$ cat src/rtl/mem_port_arbiter.sv
// Round-robin arbiter sharing one memory port between CPU (C) and debug (D).
// One transaction at a time; a watchdog aborts a silent memory with err.
module mem_port_arbiter #(
   parameter int AW      = 32,
   parameter int DW      = 32,
   parameter int TIMEOUT = 16
) (
   input  logic          clk,
   input  logic          reset,
   input  logic          c_req,
   input  logic          c_we,
   input  logic [AW-1:0] c_addr,
   input  logic [DW-1:0] c_wdata,
   input  logic [3:0]    c_be,
   output logic          c_ack,
   output logic [DW-1:0] c_rdata,
   output logic          c_err,
   input  logic          d_req,
   input  logic          d_we,
   input  logic [AW-1:0] d_addr,
   input  logic [DW-1:0] d_wdata,
   input  logic [3:0]    d_be,
   output logic          d_ack,
   output logic [DW-1:0] d_rdata,
   output logic          d_err,
   output logic          mem_en,
   output logic          mem_we,
   output logic [AW-1:0] mem_addr,
   output logic [DW-1:0] mem_wdata,
   output logic [3:0]    mem_be,
   input  logic [DW-1:0] mem_rdata,
   input  logic          mem_ack,
   output logic          busy
);

   localparam int CW = $clog2(TIMEOUT);

   typedef enum logic [1:0] {
      S_IDLE,
      S_ISSUE,
      S_WAIT,
      S_RESP
   } state_t;

   state_t          r_state;
   state_t          w_next;

   logic            r_owner;
   logic            r_last;
   logic            r_we;
   logic [AW-1:0]   r_addr;
   logic [DW-1:0]   r_wdata;
   logic [3:0]      r_be;
   logic [CW-1:0]   r_cnt;
   logic            r_err;
   logic [DW-1:0]   r_c_rdata;
   logic [DW-1:0]   r_d_rdata;

   logic            w_any;
   logic            w_gnt_d;
   logic            w_tmo;
   logic            w_resp;

   // owner/last_gnt encoding: 0 = C, 1 = D; on a tie the port not last served wins
   assign w_any   = c_req | d_req;
   assign w_gnt_d = d_req & (~c_req | ~r_last);
   assign w_tmo   = (r_cnt == CW'(TIMEOUT - 1));
   assign w_resp  = (r_state == S_RESP);

   always_ff @(posedge clk or negedge reset) begin
      if (!reset) begin
         r_state <= S_IDLE;
      end else begin
         r_state <= w_next;
      end
   end

   always_comb begin
      w_next = r_state;
      case (r_state)
         S_IDLE: begin
            if (w_any) begin
               w_next = S_ISSUE;
            end
         end
         S_ISSUE: begin
            w_next = S_WAIT;
         end
         S_WAIT: begin
            if (mem_ack || w_tmo) begin
               w_next = S_RESP;
            end
         end
         S_RESP: begin
            w_next = S_IDLE;
         end
         default: begin
            w_next = S_IDLE;
         end
      endcase
   end

   always_ff @(posedge clk or negedge reset) begin
      if (!reset) begin
         r_owner   <= 1'b0;
         r_last    <= 1'b1;
         r_we      <= 1'b0;
         r_addr    <= '0;
         r_wdata   <= '0;
         r_be      <= '0;
         r_cnt     <= '0;
         r_err     <= 1'b0;
         r_c_rdata <= '0;
         r_d_rdata <= '0;
      end else begin
         case (r_state)
            S_IDLE: begin
               if (w_any) begin
                  r_owner <= w_gnt_d;
                  r_last  <= w_gnt_d;
                  r_err   <= 1'b0;
                  r_we    <= w_gnt_d ? d_we    : c_we;
                  r_addr  <= w_gnt_d ? d_addr  : c_addr;
                  r_wdata <= w_gnt_d ? d_wdata : c_wdata;
                  r_be    <= w_gnt_d ? d_be    : c_be;
               end
            end
            S_ISSUE: begin
               r_cnt <= '0;
            end
            S_WAIT: begin
               if (mem_ack) begin
                  r_err <= 1'b0;
                  if (!r_we) begin
                     if (r_owner) begin
                        r_d_rdata <= mem_rdata;
                     end else begin
                        r_c_rdata <= mem_rdata;
                     end
                  end
               end else if (w_tmo) begin
                  r_err <= 1'b1;
               end else begin
                  r_cnt <= r_cnt + CW'(1);
               end
            end
            default: begin
            end
         endcase
      end
   end

   // ack/err decode from state so an async reset drops them immediately
   assign c_ack     = w_resp & ~r_owner;
   assign d_ack     = w_resp &  r_owner;
   assign c_err     = c_ack & r_err;
   assign d_err     = d_ack & r_err;
   assign c_rdata   = r_c_rdata;
   assign d_rdata   = r_d_rdata;

   assign mem_en    = (r_state == S_ISSUE);
   assign mem_we    = r_we;
   assign mem_addr  = r_addr;
   assign mem_wdata = r_wdata;
   assign mem_be    = r_be;
   assign busy      = (r_state != S_IDLE);

endmodule

$ cat config.mk
export PLATFORM = sky130hd
export DESIGN_NAME = mem_port_arbiter
export DESIGN_NICKNAME = d
export VERILOG_FILES = /design/src/rtl/mem_port_arbiter.sv
export SDC_FILE = /design/constraint.sdc
export NUM_CORES = 1
export LEC_CHECK = 0
export CAP_MARGIN = 40
export CORE_UTILIZATION = 43
export DETAILED_ROUTE_END_ITERATION = 6
export GPL_TIMING_DRIVEN = 0
export PLACE_DENSITY = 0.94
export RECOVER_POWER = 50
export SYNTH_ARGS = -nofsm -noshare
export SYNTH_HDL_FRONTEND = slang
export SYNTH_SLANG_ARGS = --single-unit
export TNS_END_PERCENT = 20
$ cat constraint.sdc
create_clock -name clk -period 3.6 [get_ports clk]
set_clock_uncertainty 0.15 [all_clocks]
set_input_delay 0.72 -clock clk [delete_from_list [all_inputs] [get_ports clk]]
set_output_delay 0.72 -clock clk [all_outputs]
set_load 0.01 [all_outputs]
==> results by stage <==
Logic synthesis:
- Counting distinct cell types in the post-synthesis netlist gives 36.
- The synthesized net count is 674.
- During synthesis, Yosys emitted a total of 0 warnings.
- The post-synthesis area per instance is 12.5 sq um.
- The register area share after synthesis is 57.7%.
- Counting flops and latches in the post-synthesis netlist gives approximately 140.
- Synthesis produced 493 cells.
- The netlist area before placement is 0.00617 sq mm.

Critical path:
- The worst register-to-register path ends at mem_wdata[0].
- The critical path is of the input port to flip-flop type.
- The setup check on the worst reg-to-reg path leaves a slack of 1.04 ns.
- The required time at the endpoint of the critical path is 3.79 ns.
- Traced cell by cell, the critical path runs through dlygate4sd3_1, o21ai_0, clkbuf_1, clkbuf_1, buf_4, nand2_1, o21ai_1.
- The critical path startpoint category is an input port.
- On the critical path, the stage with the largest delay is an instance of sky130_fd_sc_hd__dlygate4sd3_1.
- The worst register-to-register path begins at r_state[0].
- The capturing element type of the critical path is a flip-flop.
- The worst-path maximum fanout is 10.
- The logic depth of the worst register-to-register path is 8.
- On the worst path, the slowest cell contributes a delay of 0.59 ns.
- Among the stages of the critical path, the cell type that occurs most often is sky130_fd_sc_hd__clkbuf_1.
- Data on the critical path arrives at its endpoint at 3.05 ns.

Global route:
- The first global-routing pass estimated 28.3 mm of wire.
- The number of global-route vias before repair was about 5,400.
- Global routing consumed, on the met1 layer, 28.5% of the routing resources.
- The met2 routing resource usage after global routing is roughly 46%.
- For this run, global-route usage on met3 was measured as 6.55%.
- The initial antenna violation count was 0.
- The total overflow left after global routing is 0.
- The highest-utilization routing layer at the global route stage is met2.
- Global routing consumed, over all layers together, 25.6% of the routing resources.
- The maximum number of pins on one net before global-route repair is 87.

Layout:
- The final net count is about 1,000.
- The number of antenna diodes in the final layout is 0.
- The utilization of the core after routing is 72.6%.
- After routing the design area is 0.0101 sq mm.
- Relative to the synthesized area, the layout overhead comes to 64.1%.
- In the final layout, the share of cells above drive strength 1 is 12.5%.

Drt:
- The total routed wirelength is approximately 18 mm.
- The number of search-and-repair iterations in the first detailed-routing pass is 6.
- After detailed routing, the average wire length per cell comes to 17.9 um.
- For this run, design rule violations remaining after detail routing come to 0.
- The remaining antenna violation count is 0.
- In this run, the number of DRC markers left after iteration 0 of detailed routing was around 190.
- The via density per instance is 5.04.
- Detailed routing inserted a total of between 5,000 and 6,000 vias.

STA:
- The post-route worst hold slack is about 0.32 ns.
- The post-layout minimum cycle time is 2.86 ns.
- Derived from the worst setup path, the maximum achievable clock frequency is 349 MHz.
- Setup repair after global routing left no endpoint under its margin.
- At the pin with the least slew margin, the transition time is around 2.2 ns.
- The final number of setup-violating endpoints is 0.
- The final critical path takes up between 70% and 80% of the cycle.
- The max-slew violation total from the final report is 86.
- The final-report hold violation count is 0.
- In this run the tightest slew margin relative to its limit is -43.4%.
- The setup TNS after final layout is 0 ns.

Floorplanning:
- The die is 122 um tall.
- The overall die area is 0.0148 sq mm.
- Pin placement for this block handled 314 I/O pins.
- The floorplan has 43 rows.
- The floorplan step set the die width to 122 um.
- The total area inside the core boundary comes to 0.0139 sq mm.
- For this configuration, the core starts out at a cell density of 44.2%.

Place:
- After detailed placement, the total cell area comes to 0.00955 sq mm.
- The sum of net half-perimeters after detailed placement is 14.0 mm.
- The total of buffers placed on input and output ports is 313.
- The final weighted congestion in routability-driven placement is 0.804.

Power and ir drop:
- The design draws 8.42 mW.
- The power per standard cell area is 832 mW/mm^2.
- The highest ir drop seen on vdd is 0.000388 V.
- Summed over all cells, the static leakage comes to 4.38 nW.

Clock network:
- After clock tree synthesis, the clock-pin slew on the worst setup and hold paths is 0.06 ns.
- In this run the number of H-tree levels came out at 4.
- At the later pin of the worst-skew pair, clock insertion delay measures 0.42 ns.
- The post-cts resize count is 0.
- The buffer count from post-CTS setup fixing is 0.
- After clock tree synthesis, the flow added hold-fix buffers numbering 0.
- Counting the buffers created by CTS gives 17.
- TritonCTS built the clock tree.
- The tree is rooted in a sky130_fd_sc_hd__clkbuf_16.
- The total clock sinks is around 140.
- The maximum clock path buffer count is 2.

Status:
- The checks that failed: capacitance limit, slew limit.
- The run finished, with violations left.

Worst hold path:
- The worst min-delay path category is flip-flop to flip-flop.
- The startpoint identified for the worst hold timing path is mem_addr[9].
- The endpoint of the worst hold path is mem_addr[9].
- The worst hold path passes through 2 cells.

Flow run:
- The tool flagged a number of max-cap violations equal to 1.
state kept, by name, indices dropped and copies added (netlist names):
name	cells
mem_addr	32
mem_wdata	32
c_rdata	32
mem_we	1
mem_be	4
r_state	2
r_owner	1
r_err	1
r_cnt	4
r_last	1
d_rdata	32
critical path: cells and delay by family:
kind,cells,cell delay [ns]
AO/OA/AOI/OAI,2,0.51
buffers and inverters,4,1.73
AND/OR/NAND/NOR,1,0.08
cells by family after synthesis:
logic type | synth area share (%)
AND/OR/NAND/NOR | 6.58
flip-flops | 57.7
multiplexers | 23.1
adder cells (fa/ha/maj) | 1.22
buffers and inverters | 3.98
AO/OA/AOI/OAI | 7.53
metrics by stage:
step / setup WS [ns] / std cells
2_1_floorplan: 1.78 / 493
3_3_place_gp: -3.84 / 986
3_5_place_dp: 0.942 / 987
4_1_cts: 0.862 / 1019
5_1_grt: 0.545 / 1019
6_report: 0.737 / 1019
cell type report:
class / instances / area (sq um)
buffer: 30 / 194
clock buffer: 23 / 478
clock inverter: 9 / 155
fill: 918 / 3810
inverter: 5 / 18.8
multi-input combinational: 316 / 2340
sequential: 142 / 3550
tap: 180 / 225
timing repair buffer: 314 / 3160
cells in the final DEF (no fill, tap or decap), types with 2 or more instances in the layout:
| master | count |
|---|---|
| sky130_fd_sc_hd__mux2_2 | 59 |
| sky130_fd_sc_hd__o21ai_1 | 13 |
| sky130_fd_sc_hd__clkbuf_8 | 3 |
| sky130_fd_sc_hd__inv_1 | 5 |
| sky130_fd_sc_hd__buf_4 | 3 |
| sky130_fd_sc_hd__dlygate4sd3_1 | 4 |
| sky130_fd_sc_hd__nor2_1 | 3 |
| sky130_fd_sc_hd__o21bai_1 | 2 |
| sky130_fd_sc_hd__ha_1 | 6 |
| sky130_fd_sc_hd__clkbuf_1 | 19 |
| sky130_fd_sc_hd__inv_6 | 2 |
| sky130_fd_sc_hd__clkbuf_16 | 17 |
| sky130_fd_sc_hd__a21oi_1 | 3 |
| sky130_fd_sc_hd__mux2i_1 | 70 |
| sky130_fd_sc_hd__o211ai_1 | 2 |
| sky130_fd_sc_hd__bufinv_16 | 4 |
| sky130_fd_sc_hd__o21ai_0 | 58 |
| sky130_fd_sc_hd__buf_6 | 9 |
| sky130_fd_sc_hd__dfrtp_1 | 141 |
| sky130_fd_sc_hd__clkinv_2 | 2 |
| sky130_fd_sc_hd__nand4b_1 | 3 |
| sky130_fd_sc_hd__nand2_1 | 75 |
| sky130_fd_sc_hd__a31oi_1 | 3 |
| sky130_fd_sc_hd__mux2_1 | 5 |
| sky130_fd_sc_hd__clkdlybuf4s50_1 | 308 |
| sky130_fd_sc_hd__buf_2 | 2 |
synth_stat cells, drive strengths merged:
master | n | share of area, %
a31oi | 3 | 0.30
nand2b | 1 | 0.10
buf | 22 | 3.2
nor3b | 1 | 0.12
and3 | 1 | 0.10
nand4b | 3 | 0.67
nand4 | 1 | 0.10
clkbuf | 8 | 0.51
o21bai | 2 | 0.24
inv | 5 | 0.30
nand2 | 75 | 4.6
nand3 | 1 | 0.081
dfrtp | 141 | 57
nor2 | 3 | 0.18
ha | 6 | 1.2
o211ai | 2 | 0.24
a22o | 1 | 0.14
and2 | 1 | 0.10
nor2b | 1 | 0.10
a32o | 1 | 0.16
o32a | 1 | 0.16
a21boi | 1 | 0.12
nand4bb | 1 | 0.18
dfstp | 1 | 0.43
nor3 | 1 | 0.26
mux2 | 64 | 12
o21ai | 71 | 5.8
a21oi | 3 | 0.24
a2bb2oi | 1 | 0.14
mux2i | 70 | 11
layer usage:
metal / up-vias / routed length (um)
met5: - / 0
met1: 2493 / 6880
met3: 24 / 1070
met2: 225 / 9890
met4: 0 / 398
li1: 2390 / -
report_power, final:
group          leakage (nW)  internal (mW)  switching, mW
Combinational          2.32           2.09           1.65
Clock                 0.308           1.22          0.657
Sequential             1.75           2.37          0.434
how the worst max path moves through the flow:
stage | from | endpoint
after global routing | c_req | mem_wdata[0]
final | c_req | mem_wdata[0]
after detailed placement | mem_ack | c_rdata[4]
after floorplan | r_state[0] | c_rdata[10]
after CTS | r_state[0] | busy
after global placement | reset | mem_wdata[28]
No activity file was read; power rests on OpenSTA's default activity.
